--- config.mk ---
export PLATFORM = sky130hd
export DESIGN_NAME = decoder_2to4
export DESIGN_NICKNAME = d
export VERILOG_FILES = /design/src/rtl/decoder_pkg.sv /design/src/rtl/decoder_2to4_hitcnt.sv /design/src/rtl/decoder_2to4.sv
export SDC_FILE = /design/constraint.sdc
export NUM_CORES = 1
export LEC_CHECK = 0
export CORE_AREA = 2 2 39 41
export CTS_BUF_LIST = sky130_fd_sc_hd__clkbuf_16
export CTS_CLUSTER_DIAMETER = 150
export DETAILED_ROUTE_END_ITERATION = 12
export DIE_AREA = 0 0 41 43
export PLACE_DENSITY = 0.33
export SYNTH_ARGS = -nofsm -noshare
export SYNTH_HDL_FRONTEND = slang
export SYNTH_HIERARCHICAL = 1
export SYNTH_SLANG_ARGS = --single-unit
export TNS_END_PERCENT = 100
--- constraint.sdc ---
create_clock -name clk -period 0.8 [get_ports clk]
set_input_delay 0.16 -clock clk [delete_from_list [all_inputs] [get_ports clk]]
set_output_delay 0.16 -clock clk [all_outputs]
set_load 0.1 [all_outputs]
--- src/rtl/decoder_pkg.sv ---
// Shared types and decode helper for the 2-to-4 one-hot decoder.
package decoder_pkg;

   localparam int SEL_W = 2;
   localparam int OUT_N = 4;

   typedef logic [SEL_W-1:0] sel_t;
   typedef logic [OUT_N-1:0] dec_t;

   // Active-high one-hot code for sel; all zero when en is low.
   function automatic dec_t onehot_dec(input sel_t sel, input logic en);
      dec_t d;
      d = '0;
      if (en) begin
         d[sel] = 1'b1;
      end
      return d;
   endfunction

endpackage

--- src/rtl/decoder_2to4_hitcnt.sv ---
// Single saturating hit counter with synchronous clear and async reset.
// Clear wins over a simultaneous increment; the count never wraps.
module decoder_2to4_hitcnt #(
   parameter int CNT_W = 8
) (
   input  logic             clk,
   input  logic             rst,
   input  logic             i_inc,
   input  logic             i_clr,
   output logic [CNT_W-1:0] o_cnt
);

   logic [CNT_W-1:0] r_cnt;
   logic             w_sat;

   assign w_sat = (r_cnt == {CNT_W{1'b1}});

   // Count hits, holding at full scale; clear has priority.
   always_ff @(posedge clk or posedge rst) begin
      if (rst) begin
         r_cnt <= '0;
      end else if (i_clr) begin
         r_cnt <= '0;
      end else if (i_inc && !w_sat) begin
         r_cnt <= r_cnt + 1'b1;
      end
   end

   assign o_cnt = r_cnt;

endmodule

--- src/rtl/decoder_2to4.sv ---
// Registered 2-to-4 one-hot decoder with enable and selectable polarity.
// Optional per-line hit counters are compiled in with DECODER_2TO4_HITCNT_EN;
// without it the hit_clr/hit_cnt ports and all counter logic are absent.
module decoder_2to4
   import decoder_pkg::*;
#(
   parameter bit OUT_ACTIVE_LOW = 1'b0,
   parameter int CNT_W          = 8
) (
   input  logic               clk,
   input  logic               rst,
   input  logic               enable,
   input  logic [SEL_W-1:0]   inp,
   output logic [OUT_N-1:0]   outp,
   output logic               out_valid
`ifdef DECODER_2TO4_HITCNT_EN
   ,
   input  logic               hit_clr,
   output logic [OUT_N*CNT_W-1:0] hit_cnt
`endif
);

   // Deasserted level of every output line for the chosen polarity.
   localparam dec_t IDLE_OUT = {OUT_N{OUT_ACTIVE_LOW}};

   if (CNT_W < 1 || CNT_W > 32) begin : g_cnt_w_chk
      $error("decoder_2to4: CNT_W must be in 1..32");
   end

   dec_t w_dec;
   dec_t r_outp;
   logic r_valid;

   assign w_dec = onehot_dec(inp, enable);

   // Register the decoded code (polarity applied) and the enable as valid.
   always_ff @(posedge clk or posedge rst) begin
      if (rst) begin
         r_outp  <= IDLE_OUT;
         r_valid <= 1'b0;
      end else begin
         r_outp  <= OUT_ACTIVE_LOW ? ~w_dec : w_dec;
         r_valid <= enable;
      end
   end

   assign outp      = r_outp;
   assign out_valid = r_valid;

`ifdef DECODER_2TO4_HITCNT_EN
   // One counter per output line; the active-high code selects which one counts.
   for (genvar k = 0; k < OUT_N; k++) begin : g_hit
      decoder_2to4_hitcnt #(
         .CNT_W (CNT_W)
      ) u_cnt (
         .clk   (clk),
         .rst   (rst),
         .i_inc (w_dec[k]),
         .i_clr (hit_clr),
         .o_cnt (hit_cnt[k*CNT_W +: CNT_W])
      );
   end
`endif

endmodule

* After elaboration in Yosys (flattened, before gate mapping)
Index checks and enable logic that the tools add are counted.
Operators by class: $lt $le $gt $ge 2, mux-type cells 3, reductions and logical operators 1
Operator list (count):
- $mux 4 | 1
- $lt 2x3->1 const B | 1
- $demux 1 s2 | 1
- $ge 2x1->1 const B | 1
- $logic_and 1x1->1 | 1
- $mux 1 | 1
Word-level totals: register bits 5, bits of input ports 5, output and inout bits 5, word-level logic and storage cells 8

* Logic depth before layout (Yosys ltp)
word-level depth 5, depth in mapped cells 1, gate-level depth less buffers 1

* Worst setup path before layout
No wires, ideal clock.
path kind reg2out, from register r_valid, in the netlist out_valid, to output port out_valid, arrival 0.883 ns, required time 0.640 ns, path slack -0.243 ns, stages on the path, launching flop included 1, path buffers 0, cells stage by stage dfrtp_1
RTL lines:
- start, declared | line decoder_2to4.sv:32 | logic r_valid;
- start signal, assigned | line decoder_2to4.sv:43 | r_valid <= enable;
- end, declared | line decoder_2to4.sv:15 | output logic out_valid
No word-level cell between the ends.

* Worst setup path in the final report
from register r_outp[0], in the netlist outp[0], to output port outp[0]
RTL lines:
- start, declared | line decoder_2to4.sv:31 | dec_t r_outp;
- start signal, assigned | line decoder_2to4.sv:42 | r_outp <= OUT_ACTIVE_LOW ? ~w_dec : w_dec;
- end, declared | line decoder_2to4.sv:14 | output logic [OUT_N-1:0] outp,
No word-level cell between the ends.

==> impl_metrics.prom <==
# TYPE chip_impl_metric gauge
chip_impl_metric{name="area_growth_syn_to_layout",unit="%"} 156
chip_impl_info{name="cpMaxStageDelayCell",value="dfrtp_4"} 1
chip_impl_metric{name="detail_route.iter0.violations",unit=""} 2
chip_impl_metric{name="grt_util_all_layers",unit=""} 0.0636
chip_impl_metric{name="cts_hold_buf",unit=""} 0
chip_impl_metric{name="worst_ep_required_time",unit="ps"} 640
chip_impl_metric{name="fin_nets",unit=""} 29
chip_impl_info{name="grt_setup_unrepaired",value="true"} 1
chip_impl_metric{name="finalMaxSlewViolations",unit=""} 0
chip_impl_metric{name="final_core_util",unit=""} 0.308
chip_impl_metric{name="floorplan.core_area",unit="um2"} 1380
chip_impl_metric{name="rows",unit=""} 14
chip_impl_metric{name="final.hold.worst_slack",unit="ps"} 145
chip_impl_metric{name="post_cts_buffers",unit=""} 0
chip_impl_metric{name="initial_core_util",unit=""} 0.120
chip_impl_metric{name="hold_viol_final",unit=""} 0
chip_impl_metric{name="pre_cts_slack",unit="ps"} -202
chip_impl_metric{name="io-pin-count",unit=""} 10
chip_impl_metric{name="drt_antenna_net_count",unit=""} 0
chip_impl_metric{name="routed_wirelength",unit="um"} 390
chip_impl_metric{name="power.leakage",unit="nW"} 0.196
chip_impl_metric{name="worstMarginPinSlew",unit="ps"} 201
chip_impl_metric{name="total_number_of_clock_tree_sinks",unit=""} 5
chip_impl_info{name="synthDominantAreaCellType",value="dfrtp_1"} 1
chip_impl_metric{name="net_count_after_synthesis",unit=""} 15
chip_impl_metric{name="totalNegativeSetupSlack",unit="ps"} -1140
chip_impl_metric{name="synthCells",unit=""} 10
chip_impl_metric{name="yosys_warning_total",unit=""} 6
chip_impl_metric{name="routed-via-count",unit=""} 129
chip_impl_info{name="cts_tree",value="yes"} 1
chip_impl_info{name="worst_path_dominant_cell_family",value="flip-flops"} 1
chip_impl_metric{name="critPathArrivalTime",unit="ps"} 870
chip_impl_metric{name="grt_first_pass_wirelength",unit="um"} 634
chip_impl_metric{name="worstPathMaxFanout",unit=""} 1
chip_impl_metric{name="max_freq",unit="MHz"} 971
chip_impl_metric{name="critical_path.max_stage_delay",unit="ps"} 470
chip_impl_info{name="outcome",value="complete, but fails checks"} 1
chip_impl_metric{name="seq_total_area_yosys",unit=""} 0.752
chip_impl_metric{name="max-slew-margin-rel",unit=""} 0.866
chip_impl_metric{name="first_global_vias",unit=""} 146
chip_impl_metric{name="grt-ovfl-total",unit=""} 0
chip_impl_metric{name="final_layout_size_suffix_gt1_frac",unit=""} 0.652
chip_impl_metric{name="worstSetupPathDepth",unit=""} 1
chip_impl_metric{name="mean_number_of_vias_per_cell",unit=""} 3.31
chip_impl_metric{name="grt_start_max_net_pins",unit=""} 6
chip_impl_metric{name="final_min_period_over_clock_period",unit=""} 1.29
chip_impl_metric{name="clk_path_buf_depth",unit=""} 2
chip_impl_metric{name="post_route_non_filler_standard_cell_count",unit=""} 39
chip_impl_metric{name="synth_top_cell_area_share",unit=""} 0.752
chip_impl_metric{name="nFillCells",unit=""} 143
chip_impl_metric{name="power_per_cell_area",unit="nW/um2"} 2910
chip_impl_info{name="worstSetupPathType",value="register to primary output"} 1
chip_impl_metric{name="area_of_the_die",unit="um2"} 1760
chip_impl_metric{name="htree_num_levels",unit=""} 1
chip_impl_metric{name="worst_ir_drop_vdd",unit="mV"} 1.05
chip_impl_metric{name="post_detailed_route_drc_marker_count",unit=""} 0
chip_impl_metric{name="finalWorstPathRequiredPeriod",unit="ps"} 1030
chip_impl_info{name="worstSetupEndpoint",value="outp[0]"} 1
chip_impl_info{name="cp_cell_sequence",value="buf_12"} 1
chip_impl_info{name="cp-start-kind",value="register"} 1
chip_impl_metric{name="layout_setup_ws",unit="ps"} -230
chip_impl_metric{name="setup_viol",unit=""} 5
chip_impl_info{name="crit_path_start",value="outp[0]$_DFF_PP0_"} 1
chip_impl_metric{name="n_antenna_cell",unit=""} 0
chip_impl_metric{name="yosys.cell_types.count",unit=""} 5
chip_impl_metric{name="critical_path.n_buffers_inverters",unit=""} 1
chip_impl_metric{name="gp_routability_congestion",unit=""} 0.627
chip_impl_metric{name="synth_area",unit="um2"} 166
chip_impl_metric{name="drt-pass1-iter-count",unit=""} 2
chip_impl_metric{name="chipWidth",unit="um"} 41
chip_impl_metric{name="die-height",unit="um"} 43
chip_impl_metric{name="ys_seq_elements",unit=""} 5
chip_impl_metric{name="io_buffers",unit=""} 9
chip_impl_metric{name="cts.reportedPaths.clkPinSlew",unit="ps"} 30
chip_impl_info{name="worstSetupEndpointType",value="primary output"} 1
chip_impl_metric{name="wire_per_inst",unit="um"} 10.0
chip_impl_info{name="hp-class",value="primary input to async pin"} 1
chip_impl_info{name="violated_checks",value="setup timing"} 1
chip_impl_metric{name="postSynthAreaPerCell",unit="um2"} 16.6
chip_impl_info{name="ctsRootBufferMaster",value="clkbuf_16"} 1
chip_impl_metric{name="cts_made_buffers",unit=""} 3
chip_impl_metric{name="post-place-cells",unit=""} 35
chip_impl_metric{name="antenna_found_initial",unit=""} 0
chip_impl_info{name="cell_types_occupying_the_most_area_after_synthesis",value="dfrtp_1 75%, and3b_1 11%, nor3b_2 7.5%"} 1
chip_impl_metric{name="maxCapViolCount",unit=""} 0
-- sequential cells by signal (all words and copies together), names as in the netlist --
register and count:
outp 4, out_valid 1
-- through the flow --
| stage | area [um2] | power [W] |
|---|---|---|
| finish | 427 | 0.00124 |
| global route | 427 | 0.00129 |
| CTS | 424 | 0.00126 |
| detailed placement | 345 | 0.000447 |
| global placement | 345 | 0.000444 |
| floorplan | 185 | 0.000368 |
-- logic make-up (layout without fill, tap and decap cells) --
group,after synthesis,count (layout),share of synthesized area
simple gates,4,4,0.226
flops,5,5,0.752
buf+inv,1,14,0.0225
-- repair_timing --
action                                 4_1_cts  5_1_grt
endpoints found under the hold margin        0        0
resized for setup                            0        1
pin swaps                                    0        0
setup endpoints to repair                    5        6
-- cell usage in the layout (no fill, tap or decap) --
master / netlist / routed
buf_12: 0 / 5
dfrtp_4: 0 / 5
clkdlybuf4s50_1: 0 / 3
dlymetal6s2s_1: 0 / 1
inv_1: 1 / 2
and3_2: 1 / 1
nor3b_2: 1 / 1
clkbuf_16: 0 / 3
and3b_1: 2 / 2
-- where the power goes --
group / switching, W / internal (W)
sequential: 0.00000872 / 0.000272
combinational: 0.0000970 / 0.0000631
clock: 0.000154 / 0.000646
total: 0.000260 / 0.000981
-- worst min-delay path by stage --
| stage | startpoint | end | slack, ps | cells past startpoint |
|---|---|---|---|---|
| finish | rst | outp[0]$_DFF_PP0_ | 140 | 2 |
| global route | rst | outp[0]$_DFF_PP0_ | 170 | 2 |
| CTS | rst | outp[3]$_DFF_PP0_ | 150 | 2 |
| detailed placement | rst | out_valid$_DFF_PP0_ | 380 | 2 |
| global placement | rst | out_valid$_DFF_PP0_ | 380 | 2 |
| floorplan | rst | out_valid$_DFF_PP0_ | -60 | 1 |
-- metal layers --
layer,wire [um],GRT usage,up-vias,part of all wire
li1,-,-,58,-
met1,144,0.0719,55,0.37
met2,174,0.0625,12,0.45
met3,47,0.0314,4,0.12
met4,23,0.100,0,0.059
met5,0,0,-,0
-- synthesized netlist by cell type --
cell type / number
dfrtp_1: 5
inv_1: 1
and3_2: 1
and3b_1: 2
nor3b_2: 1
-- cell type report --
cell class | count | area (um2) | area share
flip-flops and latches | 5 | 144 | 0.337
inverters | 1 | 3.75 | 0.00880
well taps | 16 | 20.0 | 0.0469
multi-input cells | 4 | 37.5 | 0.0880
repair buffers | 9 | 143 | 0.334
clock buffers | 3 | 75.1 | 0.176
clock inverters | 1 | 3.75 | 0.00880
No activity file was read; power rests on OpenSTA's default activity.
